### config.mk
export PLATFORM = sky130hd
export DESIGN_NAME = hazard_halt_control
export DESIGN_NICKNAME = d
export VERILOG_FILES = /design/src/rtl/hazard_halt_control.sv
export SDC_FILE = /design/constraint.sdc
export NUM_CORES = 1
export LEC_CHECK = 0
export ABC_CLOCK_PERIOD_IN_PS = 4400
export CORE_MARGIN = 1.5
export CORE_UTILIZATION = 54
export DETAILED_ROUTE_END_ITERATION = 10
export PLACE_DENSITY = 0.83
export SLEW_MARGIN = 10
export SYNTH_ARGS = -nofsm -noshare
export SYNTH_HDL_FRONTEND = slang
export SYNTH_SLANG_ARGS = --single-unit
### constraint.sdc
create_clock -name hctl_clock_in -period 4.4 [get_ports hctl_clock_in]
set_input_delay 0.44 -clock hctl_clock_in [delete_from_list [all_inputs] [get_ports hctl_clock_in]]
set_output_delay 0.44 -clock hctl_clock_in [all_outputs]
set_load 0.01 [all_outputs]
### src/rtl/hazard_halt_control.sv
// Halt/flush arbiter feeding the IFU: merges load-use, mul/div, branch-flush and
// debug halt/resume into one registered halt level, a flush strobe and a cause code.
module hazard_halt_control #(
    parameter int MD_CYCLES    = 8,
    parameter int FLUSH_CYCLES = 2,
    parameter int CNT_W        = 4
) (
    input  logic        hctl_clock_in,
    input  logic        hctl_reset_in,
    input  logic        load_use_in,
    input  logic        md_start_in,
    input  logic        branch_taken_in,
    input  logic        dbg_halt_req_in,
    input  logic        dbg_resume_in,
    output logic        halt_signal_out,
    output logic        flush_out,
    output logic        dbg_halted_out,
    output logic [2:0]  stall_cause_out,
    output logic [15:0] stall_count_out
);

    // Encoding matches the cause code driven while in each state.
    typedef enum logic [2:0] {
        S_RUN       = 3'd0,
        S_STALL_LU  = 3'd1,
        S_STALL_MD  = 3'd2,
        S_FLUSH     = 3'd3,
        S_DBG_DRAIN = 3'd4,
        S_DBG_HALT  = 3'd5
    } state_t;

    localparam logic [CNT_W-1:0] MD_LOAD = CNT_W'(MD_CYCLES - 1);
    localparam logic [CNT_W-1:0] FL_LOAD = CNT_W'(FLUSH_CYCLES - 1);

    state_t           state_q, state_d;
    logic [CNT_W-1:0] cnt_q, cnt_d;
    logic             pend_q, pend_d;
    logic             halt_q, flush_q, dbg_q;
    logic [2:0]       cause_q;
    logic [15:0]      count_q;

    always_comb begin
        state_d = state_q;
        cnt_d   = cnt_q;
        pend_d  = pend_q;
        unique case (state_q)
            S_RUN: begin
                pend_d = 1'b0;
                if (dbg_halt_req_in) begin
                    state_d = S_DBG_HALT;
                end else if (branch_taken_in) begin
                    state_d = S_FLUSH;
                    cnt_d   = FL_LOAD;
                end else if (md_start_in) begin
                    state_d = S_STALL_MD;
                    cnt_d   = MD_LOAD;
                end else if (load_use_in) begin
                    state_d = S_STALL_LU;
                end
            end
            S_STALL_LU: begin
                state_d = dbg_halt_req_in ? S_DBG_HALT : S_RUN;
            end
            S_STALL_MD, S_DBG_DRAIN: begin
                // A debug request never shortens the mul/div countdown.
                if (cnt_q == '0) begin
                    state_d = (dbg_halt_req_in || state_q == S_DBG_DRAIN) ? S_DBG_HALT : S_RUN;
                end else begin
                    cnt_d   = cnt_q - 1'b1;
                    state_d = (dbg_halt_req_in || state_q == S_DBG_DRAIN) ? S_DBG_DRAIN : S_STALL_MD;
                end
            end
            S_FLUSH: begin
                if (cnt_q == '0) begin
                    state_d = (pend_q || dbg_halt_req_in) ? S_DBG_HALT : S_RUN;
                    pend_d  = 1'b0;
                end else begin
                    cnt_d  = cnt_q - 1'b1;
                    pend_d = pend_q | dbg_halt_req_in;
                end
            end
            S_DBG_HALT: begin
                if (dbg_resume_in && !dbg_halt_req_in) begin
                    state_d = S_RUN;
                end
            end
            default: begin
                state_d = S_RUN;
                cnt_d   = '0;
                pend_d  = 1'b0;
            end
        endcase
    end

    always_ff @(posedge hctl_clock_in) begin
        if (hctl_reset_in) begin
            state_q <= S_RUN;
            cnt_q   <= '0;
            pend_q  <= 1'b0;
            halt_q  <= 1'b0;
            flush_q <= 1'b0;
            dbg_q   <= 1'b0;
            cause_q <= 3'd0;
            count_q <= 16'd0;
        end else begin
            state_q <= state_d;
            cnt_q   <= cnt_d;
            pend_q  <= pend_d;
            halt_q  <= (state_d == S_STALL_LU) || (state_d == S_STALL_MD) ||
                       (state_d == S_DBG_DRAIN) || (state_d == S_DBG_HALT);
            flush_q <= (state_d == S_FLUSH);
            dbg_q   <= (state_d == S_DBG_HALT);
            cause_q <= state_d;
            if (halt_q && count_q != 16'hFFFF) begin
                count_q <= count_q + 16'd1;
            end
        end
    end

    assign halt_signal_out = halt_q;
    assign flush_out       = flush_q;
    assign dbg_halted_out  = dbg_q;
    assign stall_cause_out = cause_q;
    assign stall_count_out = count_q;

endmodule

==> qor.txt, run 1 <==
Worst Reg-to-Reg Cells = 6
CTS tree = built
Clk_skew = 7.21 ps
WL final = 3200 µm
Max Cap Violations = 0
Fin crit share = 49.8%
Minimum clock period = 2190 ps
H-tree levels = 1
Initial Util = 57.9%
CP endpoint kind = flop
Fmax = 457 MHz
Antenna-violating nets left = 0
Library cells used by synthesis = 44
Final hold vios = 0
Slew HR = 41.6%
Critical path arrival = 2410 ps
Clk sinks = 27
Setup Fix Bufs, Post-CTS = 0
Worst Max-Slew Pin Slew = 873 ps
Pin count of the biggest net entering global routing = 27
Reg2Reg Launch Point = cnt_q[0]$_SDFFE_PP0P_
Initial antenna violation count = 0
Synth warn = 0
Yosys top cell by area = dfxtp_1
WHS Path Cells = 2
Top post-synthesis cells by area = dfxtp_1, nor2_1, xnor2_1
Layout cells sized above 1 = 5.85%
Startpoint Class = flop
Die width = 55.0 µm
Area of the die = 3030 µm²
IO Pins = 29
Syn Area/Cell = 8.07 µm²
RePlAce Congestion = 0.795
Number of CTS-inserted buffers = 3
Core Region = 2520 µm²
Final core occ = 70.3%
Clk pin slew, worst setup/hold paths = 140 ps
Post_cts resized = 0
Status = complete, no violations
CP startpoint = cnt_q[0]$_SDFFE_PP0P_
Clock Tree Buf Depth = 2
Hold path startpoint = cnt_q[1]$_SDFFE_PP0P_
Final setup TNS = 0 ps
Max IR drop VDD = 0.258 mV
Rows = 18
Root Buffer Master = clkbuf_4
Port bufs = 28
Cts hold-fix bufs = 0
Total global-route track usage = 22.3%
CP max FO = 7
Synthesized flop and latch total = 27
WL/cell = 13.6 µm
Share of the synthesized area in the top cell type = 37.0%
Pwr/cell area = 306 nW/µm²
Finished Layout Cells = 235
Diode count = 0
Worst hold margin = 512 ps
Routed via count = 1345
Crit Path Class = flop to flop
Worst Path Required = 4620 ps
Vias in the first global route = 1141
Max Slew Vio Count = 0
Filler instances = 216
Die Y = 55.0 µm
DRT iter0 DRCs = 39
Detail Placement HPWL = 2350 µm
Skew-Pair Late Insertion Delay = 320 ps
DRT Pass-1 Iters = 4
Unrepaired setup endpoints after global routing = no
Layout area overhead = 21.3%
Worst Hold Class = flop to flop
DRC viols = 0
Final Setup Violations = 0
Post-placement cell count = 231
LEAKAGE = 0.000593 µW
Syn_nets = 190
GRT Residual Overflow = 0
First-pass GRT wire length = 4930 µm
Setup WS post-layout = 2210 ps
Post-Syn Instances = 181
Post-Syn Area = 1460 µm²
Fin nets = 215
Setup WS pre-CTS = 2120 ps
Vias per cell = 5.72
Seq/Total Area, Yosys = 37.0%
## registers in the layout (all words and copies together) (netlist names)
register	cells
cnt_q	4
dbg_halted_out	1
flush_out	1
halt_signal_out	1
pend_q	1
stall_cause_out	3
stall_count_out	16
## placed cells by master (no fill, tap or decap), drive strengths merged, types with 4 or more instances in the layout
cell,instances
o21ai,13
xor2,5
inv,6
nor3,7
nand3,5
dfxtp,27
or3,4
clkdlybuf4s50,28
nor2b,4
o211ai,4
nand2,9
a21oi,12
nand2b,4
xnor2,8
nor2,27
## final timing paths
path	to	slack, ps
hold / removal	cnt_q[1]$_SDFFE_PP0P_	510
setup reg to reg	halt_signal_out$_SDFF_PP0_	2210
setup / recovery	halt_signal_out$_SDFF_PP0_	2210
hold reg to reg	cnt_q[1]$_SDFFE_PP0P_	510
## kinds of logic after synthesis
kind of cell	Yosys count	share of synthesized area, %
simple gates	77	27.8
compound gates	44	19.0
flops	27	37.0
buf+inv	14	3.85
xor+xnor	13	7.79
mux	4	2.83
fa+ha+maj	2	1.71
## worst max-delay path: stages, from the launching register on
cell and delay (ps):
dfxtp_1 340, inv_1 130, ha_1 210, or3b_1 480, o31ai_1 430, nand3b_1 170, mux2_2 330
## cell usage after synthesis (all sizes together)
cell type  count
a2111oi        2
a211oi         2
a21boi         2
a21o           1
a21oi         12
a22oi          1
a32oi          1
and2           2
and3           1
buf            3
clkbuf         5
dfxtp         27
ha             2
inv            6
mux2           1
mux2i          3
nand2          9
nand2b         4
nand3          5
nand3b         3
nand4          3
nor2          27
nor2b          4
nor3           7
nor3b          1
nor4           3
o211ai         4
o21a           2
o21ai         13
o21ba          1
o22ai          1
o31ai          1
o32ai          1
or2            1
or3            4
or3b           1
or4            2
xnor2          8
xor2           5
## layer usage
metal	GRT usage (%)	share of wire, %
met5	0	0
met1	28.3	47
met2	38.5	48
met3	2.96	4.2
met4	8.13	0.38
## layout make-up
class	count	area, µm²	share of cell area, %
multi-input combinational	140	865	48.8
tap	30	37.5	2.12
clock buffer	3	22.5	1.27
timing repair buffer	28	280	15.8
sequential	27	541	30.5
inverter	6	22.5	1.27
clock inverter	1	5.00	0.282
## metrics by stage
| stage | total power, µW | instance area [µm²] |
|---|---|---|
| after detailed placement | 443 | 1750 |
| after global routing | 571 | 1770 |
| after CTS | 545 | 1770 |
| after floorplan | 392 | 1460 |
| final | 543 | 1770 |
| after global placement | 437 | 1750 |
## power by group
part	total (µW)	internal (µW)	leakage, µW	switching (µW)
clock	102	34.0	0.0000177	68.2
sequential	287	261	0.000220	25.6
combinational	153	72.6	0.000356	80.7
Note: power is estimated with default switching activity, not from simulation.
==> run 2: changes to the inputs <==
Settings changed: ABC_CLOCK_PERIOD_IN_PS 4400 to 2000, CORE_UTILIZATION 54 to 46, PLACE_DENSITY 0.83 to 0.75.
Clock period 4.4 ns to 2 ns, I/O delays scaled along.
==> qor.txt, run 2 (synthesized netlist as in run 1, its figures left out) <==
CP max FO = 4 (was 7)
Post-place instance area = 1820 µm² (was 1750 µm²)
Port bufs = 28 (unchanged)
Commonest non-fill, non-tap cell in the layout = clkdlybuf4s50_1 (unchanged)
DRT iter0 DRCs = 68 (was 39)
Minimum clock period = 1970 ps (was 2190 ps)
WL final = 3440 µm (was 3200 µm)
Most frequent cells in the layout = clkdlybuf4s50_1, nor2_1, dfxtp_1 (unchanged)
DRT Pass-1 Iters = 4 (unchanged)
Max Cap Violations = 0 (unchanged)
Setup Fix Bufs, Post-CTS = 0 (unchanged)
Initial Util = 48.3% (was 57.9%)
Clk pin slew, worst setup/hold paths = 140 ps (about the same)
H-tree levels = 1 (unchanged)
Pin count of the biggest net entering global routing = 21 (was 27)
IO Pins = 29 (unchanged)
Max IR drop VDD = 0.315 mV (was 0.258 mV)
DRC viols = 0 (unchanged)
Routed via count = 1418 (was 1345)
Status = complete, no violations (unchanged)
Diode count = 0 (unchanged)
Slew HR = 61.5% (was 41.6%)
Initial antenna violation count = 0 (unchanged)
Final hold vios = 0 (unchanged)
Die width = 59.4 µm (was 55.0 µm)
Pwr/cell area = 677 nW/µm² (was 306 nW/µm²)
Max Slew Vio Count = 0 (unchanged)
Number of CTS-inserted buffers = 3 (unchanged)
Worst Hold Class = flop to flop (unchanged)
Footprint of the multi-input gates = 887 µm² (was 865 µm²)
Post-route design area = 1860 µm² (was 1770 µm²)
Antenna-violating nets left = 0 (unchanged)
Worst Max-Slew Pin Slew = 563 ps (was 873 ps)
Fin nets = 222 (was 215)
Unrepaired setup endpoints after global routing = yes (was no)
Crit Path Class = flop to flop (unchanged)
PnR Total Power = 1260 µW (was 543 µW)
Filler instances = 280 (was 216)
Area of the die = 3520 µm² (was 3030 µm²)
Detail Placement HPWL = 2500 µm (was 2350 µm)
Total area of sequential cells = 541 µm² (unchanged)
Worst Path Required = 2210 ps (was 4620 ps)
Fin crit share = 98.3% (was 49.8%)
WL/cell = 13.4 µm (was 13.6 µm)
Final Setup Violations = 0 (unchanged)
LEAKAGE = 0.000626 µW (was 0.000593 µW)
Layout cells sized above 1 = 9.91% (was 5.85%)
Vias per cell = 5.54 (was 5.72)
Vias in the first global route = 1336 (was 1141)
Root Buffer Master = clkbuf_4 (unchanged)
Skew-Pair Late Insertion Delay = 310 ps (was 320 ps)
Startpoint Class = flop (unchanged)
Worst hold margin = 533 ps (was 512 ps)
Critical path arrival = 2170 ps (was 2410 ps)
CP endpoint kind = flop (unchanged)
Clk_skew = 10.1 ps (was 7.21 ps)
Fmax = 508 MHz (was 457 MHz)
Core Region = 3030 µm² (was 2520 µm²)
Rows = 20 (was 18)
Clk sinks = 27 (unchanged)
CTS tree = built (unchanged)
First-pass GRT wire length = 5600 µm (was 4930 µm)
Total global-route track usage = 20.4% (was 22.3%)
GRT Residual Overflow = 0 (unchanged)
Layout area overhead = 27.6% (was 21.3%)
Max FFs per register = 16 (unchanged)
RePlAce Congestion = 0.898 (was 0.795)
Die Y = 59.4 µm (was 55.0 µm)
Clock Tree Buf Depth = 2 (unchanged)
run 2: metrics by stage:
stage / std cells / setup TNS [ps] / worst slack, ps / util (%)
2_1_floorplan: 181 / 0 / 93.1 / -
3_3_place_gp: 252 / 0 / 112 / 60.0
3_5_place_dp: 252 / 0 / 30.7 / 60.0
4_1_cts: 256 / 0 / 1.31 / 60.8
5_1_grt: 256 / -18.4 / -18.4 / 61.6
6_report: 256 / 0 / 33.1 / 61.6
run 2: metal layers:
metal / global-route usage, % / vias to the layer above / share of wire [%]
met5: 0 / - / 0
met4: 7.79 / 0 / 1.9
met3: 3.06 / 8 / 5.2
met2: 35.8 / 50 / 49
met1: 24.8 / 662 / 44
li1: - / 698 / -
run 2: worst paths after layout:
| check | startpoint | endpoint | slack [ps] | cells past startpoint |
|---|---|---|---|---|
| min reg2reg | stall_count_out[10]$_SDFFE_PP0P_ | stall_count_out[10]$_SDFFE_PP0P_ | 530 | 2 |
| min | stall_count_out[10]$_SDFFE_PP0P_ | stall_count_out[10]$_SDFFE_PP0P_ | 530 | 2 |
| max reg2reg | cnt_q[0]$_SDFFE_PP0P_ | halt_signal_out$_SDFF_PP0_ | 30 | 6 |
| max | cnt_q[0]$_SDFFE_PP0P_ | halt_signal_out$_SDFF_PP0_ | 30 | 6 |
run 2: repair_timing:
item / in CTS / in global routing
setup endpoints to repair: 0 / 2
gates resized for setup: 0 / 5
hold buffers: 0 / 0
run 2: worst max-delay path: stages (launching register included):
cell and delay, ps:
dfxtp_1 340, inv_1 110, ha_1 210, or3b_4 430
o31ai_4 280, nand3b_1 150, mux2_2 340
run 2: cell type report:
cell class	count	area share (%)
Clock buffer	4	1.41
Sequential cell	27	29.0
Timing Repair Buffer	35	17.9
Inverter	6	1.21
Tap cell	44	2.95
Multi-Input combinational cell	140	47.6
run 2: report_power, final:
part	switching (µW)	total (µW)	leakage [µW]	internal (µW)
logic	206	414	0.000392	209
clock network	146	223	0.0000150	77.7
registers	50.2	625	0.000220	575
